===== src/rtl/irq_ctrl.sv =====
// irq_ctrl: bus-mapped interrupt controller with edge/level pending latches, masking and nested req/ack/eoi handshake.
// Define IRQ_PRIO_EN for per-source programmable priority registers (offsets 5/6); otherwise lower index wins.
module irq_ctrl #(
  parameter int                   CPU_WIDTH = 16,
  parameter int                   IRQ_NUM   = 8,
  parameter logic [CPU_WIDTH-1:0] BASE_ADDR = 16'hFF40,
  parameter int                   PRIO_W    = 2
) (
  input  logic                 clk,
  input  logic                 rst_n,
  input  logic [CPU_WIDTH-1:0] bus_addr,
  input  logic                 bus_we,
  input  logic [CPU_WIDTH-1:0] bus_wd,
  output logic [CPU_WIDTH-1:0] bus_rd,
  input  logic [IRQ_NUM-1:0]   irq_src,
  output logic                 irq_req,
  output logic [3:0]           irq_id,
  input  logic                 irq_ack,
  input  logic                 irq_eoi
);
`ifdef IRQ_PRIO_EN
  localparam int RW = PRIO_W + 4;
`else
  localparam int RW = 4;
`endif
  typedef enum logic {IDLE, REQ} state_t;
  state_t state_q, state_d;
  logic [IRQ_NUM-1:0] pend_q, pend_d, mask_q, mask_d, trig_q, trig_d, act_q, act_d, src_q;
  logic [IRQ_NUM-1:0] wd, w1c, sel_oh, ack_oh, eoi_oh, elig, elig_d;
  logic req_q, req_d, ack, wen, in_range, cand_v, top_v, unused;
  logic [3:0] id_q, id_d, cand, top;
  logic [RW-1:0] cand_r, top_r;
  logic [RW-1:0] rank [IRQ_NUM];
  logic [2*CPU_WIDTH-1:0] prio_ext;
  logic [CPU_WIDTH-1:0] off;
  assign off = bus_addr - BASE_ADDR;
  assign in_range = off < CPU_WIDTH'(8);
  assign wen = bus_we && in_range;
  assign wd = bus_wd[IRQ_NUM-1:0];
  // Rank = {priority field, inverted index}: unique per source, so ties always resolve to the lower index
`ifdef IRQ_PRIO_EN
  localparam int PW = IRQ_NUM * PRIO_W;
  logic [PW-1:0] prio_q, prio_d;
  logic [2*CPU_WIDTH-1:0] prio_wr;
  assign prio_ext = (2*CPU_WIDTH)'(prio_q);
  assign prio_wr = wen && off[2:0] == 3'd5 ? {prio_ext[2*CPU_WIDTH-1:CPU_WIDTH], bus_wd} :
                   wen && off[2:0] == 3'd6 ? {bus_wd, prio_ext[CPU_WIDTH-1:0]} : prio_ext;
  assign prio_d = prio_wr[PW-1:0];
  assign unused = ^prio_wr;
  always_ff @(posedge clk) prio_q <= !rst_n ? '0 : prio_d;
  always_comb for (int i = 0; i < IRQ_NUM; i++) rank[i] = {prio_q[i*PRIO_W +: PRIO_W], 4'(15 - i)};
`else
  assign prio_ext = '0;
  assign unused = ^bus_wd;
  always_comb for (int i = 0; i < IRQ_NUM; i++) rank[i] = 4'(15 - i);
`endif
  assign elig = pend_q & mask_q & ~act_q;
  always_comb begin
    cand_v = 1'b0;
    cand = '0;
    cand_r = '0;
    top_v = 1'b0;
    top = '0;
    top_r = '0;
    for (int i = 0; i < IRQ_NUM; i++) begin
      if (elig[i] && (!cand_v || rank[i] > cand_r)) begin
        cand_v = 1'b1;
        cand = 4'(i);
        cand_r = rank[i];
      end
      if (act_q[i] && (!top_v || rank[i] > top_r)) begin
        top_v = 1'b1;
        top = 4'(i);
        top_r = rank[i];
      end
    end
  end
  assign ack = state_q == REQ && irq_ack;
  assign sel_oh = IRQ_NUM'(1) << id_q;
  assign ack_oh = ack ? sel_oh : '0;
  assign eoi_oh = irq_eoi && top_v ? IRQ_NUM'(1) << top : '0;
  assign w1c = wen && off[2:0] == 3'd0 ? wd : '0;
  assign pend_d = (trig_q & ((pend_q & ~w1c & ~ack_oh) | (irq_src & ~src_q))) | (~trig_q & irq_src);
  assign mask_d = wen && off[2:0] == 3'd1 ? wd : mask_q;
  assign trig_d = wen && off[2:0] == 3'd2 ? wd : trig_q;
  assign act_d = (act_q | ack_oh) & ~eoi_oh;
  // Cancel looks at next-cycle eligibility so a W1C/mask/level drop removes the request on the same edge
  assign elig_d = pend_d & mask_d;
  always_comb begin
    state_d = state_q;
    req_d = req_q;
    id_d = id_q;
    if (state_q == IDLE && cand_v && (!top_v || cand_r > top_r)) begin
      state_d = REQ;
      req_d = 1'b1;
      id_d = cand;
    end else if (state_q == REQ && (ack || !(|(elig_d & sel_oh)))) begin
      state_d = IDLE;
      req_d = 1'b0;
    end
  end
  always_ff @(posedge clk) begin
    if (!rst_n) begin
      state_q <= IDLE;
      req_q <= 1'b0;
      id_q <= '0;
      pend_q <= '0;
      mask_q <= '0;
      trig_q <= '0;
      act_q <= '0;
      src_q <= '0;
    end else begin
      state_q <= state_d;
      req_q <= req_d;
      id_q <= id_d;
      pend_q <= pend_d;
      mask_q <= mask_d;
      trig_q <= trig_d;
      act_q <= act_d;
      src_q <= irq_src;
    end
  end
  assign irq_req = req_q;
  assign irq_id = id_q;
  assign bus_rd = !in_range ? '0 :
                  off[2:0] == 3'd0 ? CPU_WIDTH'(pend_q) :
                  off[2:0] == 3'd1 ? CPU_WIDTH'(mask_q) :
                  off[2:0] == 3'd2 ? CPU_WIDTH'(trig_q) :
                  off[2:0] == 3'd3 ? CPU_WIDTH'(act_q) :
                  off[2:0] == 3'd4 ? {req_q, (CPU_WIDTH-5)'(0), id_q} :
                  off[2:0] == 3'd5 ? prio_ext[CPU_WIDTH-1:0] :
                  off[2:0] == 3'd6 ? prio_ext[2*CPU_WIDTH-1:CPU_WIDTH] : '0;
endmodule


===== config.mk =====
export PLATFORM = sky130hd
export DESIGN_NAME = irq_ctrl
export DESIGN_NICKNAME = d
export VERILOG_FILES = /design/src/rtl/irq_ctrl.sv
export SDC_FILE = /design/constraint.sdc
export NUM_CORES = 1
export LEC_CHECK = 0
export ABC_AREA = 0
export CAP_MARGIN = 0
export CORE_MARGIN = 4
export CORE_UTILIZATION = 54
export CTS_CLUSTER_DIAMETER = 30
export DETAILED_ROUTE_END_ITERATION = 8
export GPL_TIMING_DRIVEN = 0
export PLACE_DENSITY = 0.83
export SYNTH_ARGS = -nofsm -noshare
export SYNTH_HDL_FRONTEND = slang
export SYNTH_SLANG_ARGS = --single-unit

===== constraint.sdc =====
create_clock -name clk -period 8.1 [get_ports clk]
set_input_delay 2.025 -clock clk [delete_from_list [all_inputs] [get_ports clk]]
set_output_delay 2.025 -clock clk [all_outputs]
set_load 0.005 [all_outputs]

## Word-level counts from Yosys, hierarchy flattened

Cells that the tools add are included.
W data, S select, Z words.

| word-level totals | value |
|---|---|
| register bits after elaboration | 45 |
| output and inout bits | 21 |
| word-level logic and storage cells | 166 |

| cells by class | value |
|---|---|
| $add $sub $neg | 1 |
| bitwise gates (word level) | 20 |
| shifts and indexed selects | 2 |
| equality and inequality tests | 4 |
| order comparisons | 16 |
| reductions and logical operators | 58 |
| multiplexer cells | 58 |

Operators with widths:

| kind | number |
|---|---|
| $mux W4 | 28 |
| $mux W16 | 6 |
| $and A8 B8 Y8 | 10 |
| $gt A4 B4 Y1 const A | 14 |
| $not A8 Y8 | 6 |
| $mux W8 | 4 |
| $or A8 B8 Y8 | 3 |
| $logic_and A1 B1 Y1 | 23 |
| $mux W1 | 20 |
| $logic_not A1 Y1 | 16 |
| $logic_or A1 B1 Y1 | 16 |
| $lt A16 B4 Y1 const B | 1 |
| $shl A1 B4 Y8 const A | 2 |
| $sub A16 B16 Y16 const B | 1 |
| $reduce_or A8 Y1 | 1 |
| $eq A3 B2 Y1 const B | 2 |
| $gt A4 B4 Y1 | 1 |
| $eq A3 B1 Y1 const B | 1 |
| $eq A3 B3 Y1 const B | 1 |
| $logic_not A3 Y1 | 1 |
| $reduce_bool A2 Y1 | 1 |
| $not A1 Y1 | 1 |

## Longest topological paths before layout

Gate-level depths: netlist of run 1.

| depth | value |
|---|---|
| depth after elaboration | 35 |
| gate-level depth with buffers | 14 |
| gate-level depth less buffers | 14 |

## Worst setup path after synthesis of run 1

No wires, ideal clock.

| path | value |
|---|---|
| path kind | input -> output |
| from | input bus_addr[5] |
| to | output bus_rd[3] |
| data arrival time | 3448 ps |
| buffers on the path | 1 |
| path slack | 2627 ps |
| stages on the path | 5 |
| cell sequence | or3b_1 or4_1 clkbuf_1 or2_2 nor2b_1 |

| on the way | value |
|---|---|
| word-level cells in the longest chain between the ends | 3 |

Ends and longest elaborated chain:

| element | line | text |
|---|---|---|
| start: declaration | 11 | `input logic [CPU_WIDTH-1:0] bus_addr,` |
| $sub A16 B16 Y16 | 36 | `assign off = bus_addr - BASE_ADDR;` |
| $lt A16 B4 Y1 | 37 | `assign in_range = off < CPU_WIDTH'(8);` |
| $mux W16 | 125 | `assign bus_rd = !in_range ? '0 :` |
| end: declaration | 14 | `output logic [CPU_WIDTH-1:0] bus_rd,` |

No other way between the ends.

## Worst setup path in the final report of run 1

| path | value |
|---|---|
| from | input bus_addr[15] |
| to | output bus_rd[5] |

The elaborated chain is that of the path after synthesis.

==> summary.txt, run 1 <==
Status
  • Outcome: finished, final reports clean

Power
  • Switching share of total power: 0.224
  • Pwr/cell area: 131 nW/µm²
  • Net switching power: 101 µW
  • Comb power frac: 0.109
  • Part of the power in the clock network: 0.396
  • Total power: 450 µW
  • VDD IR-drop max: 0.000172 V
  • Flop pwr share: 0.495
  • Lkg Pwr: 0.00120 µW
  • Int Pwr: 349 µW

Cells and area
  • Diodes inserted: 0
  • Layout cells sized above 1: 0.0914
  • Filler Cell Count: 409
  • Area added between synthesis and finish: 26.1%
  • Nets: 431

Die
  • Core area: 4820 µm²
  • Row count: 25
  • I/O pins: 66
  • Die area: 6240 µm²
  • Initial Util: 0.565
  • Die Wd: 79.0 µm
  • Die H: 79.0 µm

Logic synthesis
  • Number of synthesized register bits: 44
  • Fraction of registers with async set or reset after synthesis: 0
  • Count of different cell masters after synthesis: 56
  • Post-synth EDFFs: 0
  • Main synth FF type: dfxtp_1
  • Syn avg cell area: 8.51 µm²
  • Sequential fraction of the synthesis area: 0.324
  • Ys Warns: 0
  • Mapped Cells: 320
  • Synthesized area: 2720 µm²

STA
  • Slew HR: 0.470
  • Worst Slack Setup Final: 1470 ps
  • Max Clk Rate: 151 MHz
  • Setup TNS: 0 ps
  • Worst-Margin Slew: 789 ps
  • Final min period: 6630 ps
  • Slew Limit Fails: 0
  • Clock Skew: 11.9 ps
  • Final setup violation count: 0
  • RSZ-0062 raised after global routing: false
  • Final hold vios: 0
  • Fin crit share: 0.818

Global routing
  • Number of global-route vias before repair: 2556
  • Total grt overflow: 0
  • Total track usage: 0.260
  • First-pass GRT wire length: 12800 µm
  • Antenna violations before repair: 0
  • Largest net degree at the start of global routing: 15

Critical path
  • Worst Setup End Kind: output port
  • Setup CP Type: input port to output port
  • WP data required: 6080 ps
  • Crit path max fanout: 10
  • R2R setup slack: 5240 ps
  • Worst Path Arrival: 4600 ps
  • Setup crit start kind: input port

Placement
  • IO Port Bufs: 48
  • Detail Placement HPWL: 6130 µm
  • GPL Wtd Cong: 0.932
  • DP Worst Slack: 1490 ps

Clock network
  • Setup bufs post-CTS: 0
  • CTS resizes: 0
  • Clock Pin Slew Worst Setup and Hold Paths: 90 ps
  • Total CTS buffers: 5
  • Clock sink total: 44
  • CTS H-tree depth: 2
  • CTS Buffer Depth: 2
  • Clk_lat worst skew: 300 ps
  • CTS tree: done
  • CTS Hold Buffers Added: 0
  • Root buffer cell: clkbuf_8

Detailed routing
  • Detailed Route Iter0 Violations: 413
  • Routed wire per std cell: 17.1 µm
  • Final wirelength: 7700 µm
  • Vias per cell: 6.00
  • DRC violations left: 0
  • Total vias in the final route: 2700
  • Routed Antenna Nets: 0
  • First-pass iteration count of the detailed router: 7

Run
  • Max-cap violations: 0

Worst hold path
  • Worst min-delay path category: flip-flop to flip-flop
cells by family (layout without fill, tap and decap cells):
kind of cell    count (synthesis)  in the layout  share of synthesized area
mux                            21             21                      0.100
fa+ha+maj                       4              4                     0.0184
simple gates                  137            137                      0.285
compound gates                 80             80                      0.210
buf+inv                        33             89                     0.0607
other cells                     1              8                    0.00138
flops                          44             44                      0.324
per-stage QoR:
| step | util | cells | area [µm²] | hold slack [ps] |
|---|---|---|---|---|
| global route | 0.713 | 450 | 3430 | 601 |
| floorplan | - | 327 | 2750 | 505 |
| detailed placement | 0.688 | 442 | 3310 | 536 |
| CTS | 0.713 | 450 | 3430 | 564 |
| finish | 0.713 | 450 | 3430 | 571 |
| global placement | 0.688 | 442 | 3310 | 533 |
cell type report:
type                            instances  area [µm²]  share of cell area
Multi-Input combinational cell        250        1700               0.496
Sequential cell                        44         881               0.256
Timing Repair Buffer                   48         480               0.140
Buffer                                 22         124              0.0361
Tap cell                               67        83.8              0.0244
Clock buffer                            6        82.6              0.0240
Inverter                               11        41.3              0.0120
Clock inverter                          2        38.8              0.0113
layer usage:
layer,routed length (µm),track usage,part of all wire
met2,3580,0.415,0.47
met4,171,0.0653,0.022
met5,0,0,0
met1,3260,0.356,0.42
met3,681,0.0590,0.088
power by group through the flow:
stage	Clock, µW	Combinational, µW	Sequential [µW]
final	178	49.3	223
after global routing	189	53.2	223
after CTS	179	48.7	223
after detailed placement	0	48.4	228
after global placement	0	47.8	228
after floorplan	0	22.7	227
cell usage in the layout (no fill, tap or decap), types with 5 or more instances in the layout:
cell             count
a21boi_0             6
a21oi_1             19
and2_1              10
buf_4                9
clkbuf_1            11
clkbuf_8             6
clkdlybuf4s50_1     48
conb_1               8
dfxtp_1             44
inv_1                9
mux2i_1             16
mux4_2               5
nand2_1             29
nand3_1              9
nor2_1              18
nor2b_1             26
nor3_1              12
o21a_1               7
o21ai_0             10
critical path, cell delays in order:
cell	delay, ps
clkdlybuf4s50_1	480
or3b_1	330
or4_1	420
clkbuf_1	260
or2_2	400
nor2b_1	160
clkdlybuf4s50_1	520
worst paths after layout:
| check | to | cells after the start | from |
|---|---|---|---|
| hold reg to reg | trig_q[6] | 2 | trig_q[6] |
| setup reg to reg | irq_id[0] | 12 | act_q[1] |
| setup / recovery | bus_rd[5] | 7 | bus_addr[15] |
| hold / removal | trig_q[6] | 2 | trig_q[6] |
cells in the mapped netlist, types with 3 or more instances:
cell / number / area [µm²]
o221a_2: 4 / 45.0
a21boi_0: 6 / 45.0
o22a_1: 3 / 26.3
ha_1: 4 / 50.1
nand4b_1: 3 / 26.3
nor4_1: 4 / 25.0
a21oi_1: 19 / 95.1
o21a_1: 7 / 52.6
nor3_1: 12 / 60.1
mux2i_1: 16 / 160
nand3_1: 9 / 45.0
mux4_2: 5 / 113
nand2b_1: 3 / 18.8
o31a_1: 4 / 35.0
and2_1: 10 / 62.6
nand3b_1: 3 / 22.5
nor2b_1: 26 / 163
a211oi_1: 3 / 22.5
nand2_1: 29 / 109
o221a_1: 3 / 33.8
buf_4: 9 / 67.6
nor2_1: 18 / 67.6
dfxtp_1: 44 / 881
o21ai_0: 10 / 50.1
inv_1: 9 / 33.8
clkbuf_1: 11 / 41.3
a31oi_1: 4 / 25.0
registers in the layout, summed over array words and instances, names as in the netlist:
signal	count
act_q	8
irq_req	1
trig_q	8
mask_q	8
irq_id	3
src_q	8
pend_q	8
Note: power is estimated with default switching activity, not from simulation.
==> inputs of run 2 (changes only) <==
- CORE_UTILIZATION: 54 -> 50
- PLACE_DENSITY: 0.83 -> 0.78
- clock period: 8.1 -> 6.75 ns (I/O delays scaled with it)
==> summary.txt, run 2 (synthesized netlist as in run 1, its figures left out) <==
Status
  • Outcome: finished, final reports clean

Detailed routing
  • Routed wire per std cell: 17.7 µm (+3.7%)
  • First-pass iteration count of the detailed router: 5 (-2)
  • Routed Antenna Nets: 0 (unchanged)
  • Vias per cell: 5.94 (-0.92%)
  • Final wirelength: 8040 µm (+4.4%)
  • Detailed Route Iter0 Violations: 275 (-33%)
  • DRC violations left: 0 (unchanged)
  • Total vias in the final route: 2693 (-0.26%)

Die
  • Row count: 26 (+4.0%)
  • Core area: 5200 µm² (+8.1%)
  • Initial Util: 0.523 (-0.0421)
  • I/O pins: 66 (unchanged)
  • Die H: 81.8 µm (+3.5%)
  • Die area: 6690 µm² (+7.2%)
  • Die Wd: 81.8 µm (+3.5%)

Run
  • Max-cap violations: 0 (unchanged)

Critical path
  • Setup crit start kind: input port
  • Reg2reg start: act_q[1]
  • Worst Path Arrival: 4220 ps (-380 ps)
  • Beginning of the critical path: bus_addr[15]
  • Crit path max fanout: 10 (unchanged)
  • WP data required: 5060 ps (-1020 ps)
  • Worst path most repeated cell: clkdlybuf4s50_1
  • CP max-delay cell: clkdlybuf4s50_1
  • Worst-path cell chain: clkdlybuf4s50_1 > or3b_1 > or4_1 > clkbuf_1 > or2_2 > nor2b_1 > clkdlybuf4s50_1
  • Setup CP Type: input port to output port
  • Worst Setup End Kind: output port
  • Max stage delay on crit path: 520 ps (about the same)

Placement
  • IO Port Bufs: 48 (unchanged)
  • GPL Wtd Cong: 0.911 (-2.2%)
  • Detail Placement HPWL: 6330 µm (+3.3%)
  • Placed cell areas: 3320 µm² (+0.11%)

Global routing
  • Grt peak-use layer: met2
  • M3 GR Usage: 0.0526 (-0.00633)
  • Met1 Use GR: 0.334 (-0.0216)
  • Total track usage: 0.260 (-0.000286)
  • Met2 usage: 0.429 (+0.0139)
  • First-pass GRT wire length: 13000 µm (+1.7%)
  • Antenna violations before repair: 0 (unchanged)
  • Number of global-route vias before repair: 2604 (+1.9%)
  • Largest net degree at the start of global routing: 17 (+2)
  • Total grt overflow: 0 (unchanged)

STA
  • Worst-Margin Slew: 792 ps (+2.61 ps)
  • Max Clk Rate: 169 MHz
  • Final min period: 5910 ps
  • Slew Limit Fails: 0 (unchanged)
  • Setup TNS: 0 ps (unchanged)
  • Clock Skew: 11.7 ps (-0.220 ps)
  • Final setup violation count: 0 (unchanged)
  • WHS: 566 ps (-5.14 ps)
  • Slew HR: 0.468 (-0.00175)
  • RSZ-0062 raised after global routing: false
  • Fin crit share: 0.876
  • Final hold vios: 0 (unchanged)

Cells and area
  • Diodes inserted: 0 (unchanged)
  • Most common cell after layout, fill and taps aside: clkdlybuf4s50_1
  • Nets: 431 (unchanged)
  • Layout cells sized above 1: 0.0914 (unchanged)
  • Area added between synthesis and finish: 25.3%
  • Post-route cell area: 3410 µm² (-0.69%)
  • Commonest cells after routing, fill and taps aside: 48 x clkdlybuf4s50_1, 44 x dfxtp_1, 29 x nand2_1, 26 x nor2b_1, 19 x a21oi_1

Power
  • VDD IR-drop max: 0.000132 V (-23%)
  • Pwr/cell area: 148 nW/µm² (+13%)
  • Total power: 505 µW (+12%)
  • Lkg Pwr: 0.00119 µW (-1.3%)

Worst hold path
  • Worst min-delay path category: flip-flop to flip-flop
  • Worst Hold Launch: trig_q[4]

Clock network
  • Root buffer cell: clkbuf_8
  • Clock sink total: 44 (unchanged)
  • Clock Pin Slew Worst Setup and Hold Paths: 100 ps (about the same)
  • Setup bufs post-CTS: 0 (unchanged)
  • Total CTS buffers: 5 (unchanged)
  • Clk_lat worst skew: 310 ps (about the same)
  • CTS Buffer Depth: 2 (unchanged)
  • CTS H-tree depth: 2 (unchanged)
  • CTS resizes: 0 (unchanged)
  • CTS tree: done
  • CTS Hold Buffers Added: 0 (unchanged)
==> run 2: critical path, delay by kind of cell <==
family,cells,cell delay [ps]
buf+inv,3,1230
simple gates,4,1290
==> run 2: through the flow <==
stage | setup WS [ps] | util | std cells
after floorplan | 1950 | - | 327
after global placement | 850 | 0.637 | 445
after detailed placement | 833 | 0.637 | 445
after CTS | 835 | 0.655 | 453
after global routing | 743 | 0.655 | 453
final | 839 | 0.655 | 453
==> run 2: power by group <==
| group | switching [µW] | internal [µW] |
|---|---|---|
| combinational | 26.1 | 33.9 |
| clock | 102 | 75.5 |
| sequential | 2.92 | 264 |
| total | 131 | 374 |
==> run 2: final timing paths <==
| check | slack, ps | to | depth (start not counted) |
|---|---|---|---|
| max | 840 | bus_rd[5] | 7 |
| max reg2reg | 3860 | irq_id[1] | 12 |
| min reg2reg | 570 | trig_q[4] | 2 |
| min | 570 | trig_q[4] | 2 |
==> run 2: layer usage <==
layer / wire length (µm) / part of all wire
met1: 3290 / 0.41
met2: 3810 / 0.47
met3: 738 / 0.092
met4: 198 / 0.025
met5: 0 / 0
==> run 2: layout make-up <==
cell class / count / area, µm²
plain buffers: 22 / 124
clock buffers: 5 / 68.8
clock inverters: 3 / 25.0
fillers: 461 / 1790
inverters: 11 / 41.3
multi-input cells: 250 / 1700
flip-flops and latches: 44 / 881
well taps: 70 / 87.6
repair buffers: 48 / 480
==> RTL edit: new RTL, settings of run 2 <==
Put one more register stage on the output `irq_req`. The value now appears one clock later. The other outputs are not delayed to match.
--- a/src/rtl/irq_ctrl.sv
+++ b/src/rtl/irq_ctrl.sv
@@ -121,5 +121,7 @@
     end
   end
-  assign irq_req = req_q;
+  always_ff @(posedge clk) begin
+    irq_req <= req_q;
+  end
   assign irq_id = id_q;
   assign bus_rd = !in_range ? '0 :
Formal check against the unedited RTL: not equivalent (a bounded check fails within 4 cycles, from zero or initial values and one cycle with rst_n low).
==> RTL edit against run 2 <==
Global-route usage fell by 0.46 points; sequential cell count up 1; sequential share of layout area increased by 0.10 points; wire length about the same; design area increased by 1.9%; power grew 15%; synthesized area increased by 0.74%; worst setup slack got worse by 62 ps.
==> RTL edit: results <==
outcome:
  outcome: "completed"
cells_and_area:
  nets: 432
  diodes: 0
  drive_above_1_share_pct: 9.115
routing:
  post_drt_wl_per_cell_um: 17.71
  drt_first_iter_violations: 239
  num_vias: 2700
clocking:
  cts_buffer_depth: 2
  post-cts-setup-buffers: 0
  clockRootBuffer: "clkbuf_8"
  clk_pin_slew_ps: 80
  cts_made_buffers: 5
  htreeDepth: 2
  ctsResizeCount: 0
pwr:
  p_leak_uw: 0.001219
  combPwrFrac_pct: 10.1
  ir_drop_mv: 0.1142
  pg_clk_uw: 250
  switchingPower_uw: 129.1
place:
  place_congestion: 0.9211
  place_ws_ps: 806.3
  place_area_mm2: 0.003337
  place_hpwl_mm: 6.257
global_routing:
  grt_usage_pct: 25.51
  grt_pass1_vias: 2534
  grt_max_degree: 16
  antenna_found_initial: 0
  grt_pass1_wl_mm: 12.77
job:
  cap_violations: 0
worst_setup_path:
  crit_path_max_fanout: 10
  cpMaxStageDelayCell: "clkdlybuf4s50_1"
  cp.arrival_ps: 4280
synthesis:
  synthTopCellsByCount: "dfxtp_1, nand2_1, nor2b_1"
  synth.area.top_cells: "dfxtp_1, nor2b_1, mux2i_1"
  yosysWarnings: 0
  ys_types: 56
  ys_seq_area_share_pct: 32.85
sta:
  slew_headroom_pct: 40.92
  worst_clock_skew_ps: 8.360
min_path:
  hp-class: "reg2reg"
==> RTL edit: path summary, 6_finish.rpt <==
kind                                           from                      to  slack, ps  depth (start not counted)
worst max register to register  act_q[1]$_SDFF_PN0_  irq_id[1]$_SDFFE_PN0P_       3740                         12
worst min register to register   req_q$_SDFFE_PN0P_         irq_req$_DFF_P_        510                          0
worst min-delay path             req_q$_SDFFE_PN0P_         irq_req$_DFF_P_        510                          0
worst max-delay path                   bus_addr[15]               bus_rd[5]        780                          7
==> RTL edit: kinds of logic after synthesis <==
family	synth area share (%)
simple gates	28.33
compound gates	20.89
flops	32.85
buf+inv	6.022
mux	9.945
fa+ha+maj	1.825
other cells	0.1367
==> RTL edit: through the flow <==
| step | hold WS, ps | std cells | total power (uW) | utilization (%) |
|---|---|---|---|---|
| after floorplan | 407.1 | 328 | 305.6 | - |
| after global placement | 473.5 | 446 | 336.2 | 64.11 |
| after detailed placement | 476.2 | 446 | 337.2 | 64.11 |
| after CTS | 488.3 | 454 | 583.8 | 66.75 |
| after global routing | 503.4 | 454 | 598.3 | 66.75 |
| final | 511.6 | 454 | 582.4 | 66.75 |
==> RTL edit: final cells by class <==
type / count / area (um2)
Inverter: 11 / 41.29
Buffer: 22 / 123.9
Clock buffer: 5 / 68.82
Multi-Input combinational cell: 250 / 1703
Sequential cell: 45 / 900.9
Fill cell: 471 / 1730
Tap cell: 70 / 87.58
Timing Repair Buffer: 48 / 480.5
Clock inverter: 3 / 68.82
==> RTL edit: per-layer routing <==
layer  up-vias  routed length [um]  GRT usage, %
met5         -                   0             0
met4         0                 242         10.80
met3        23                 642         5.482
met2       128                3646         39.90
met1      1264                3511         33.92
li1       1285                   -             -
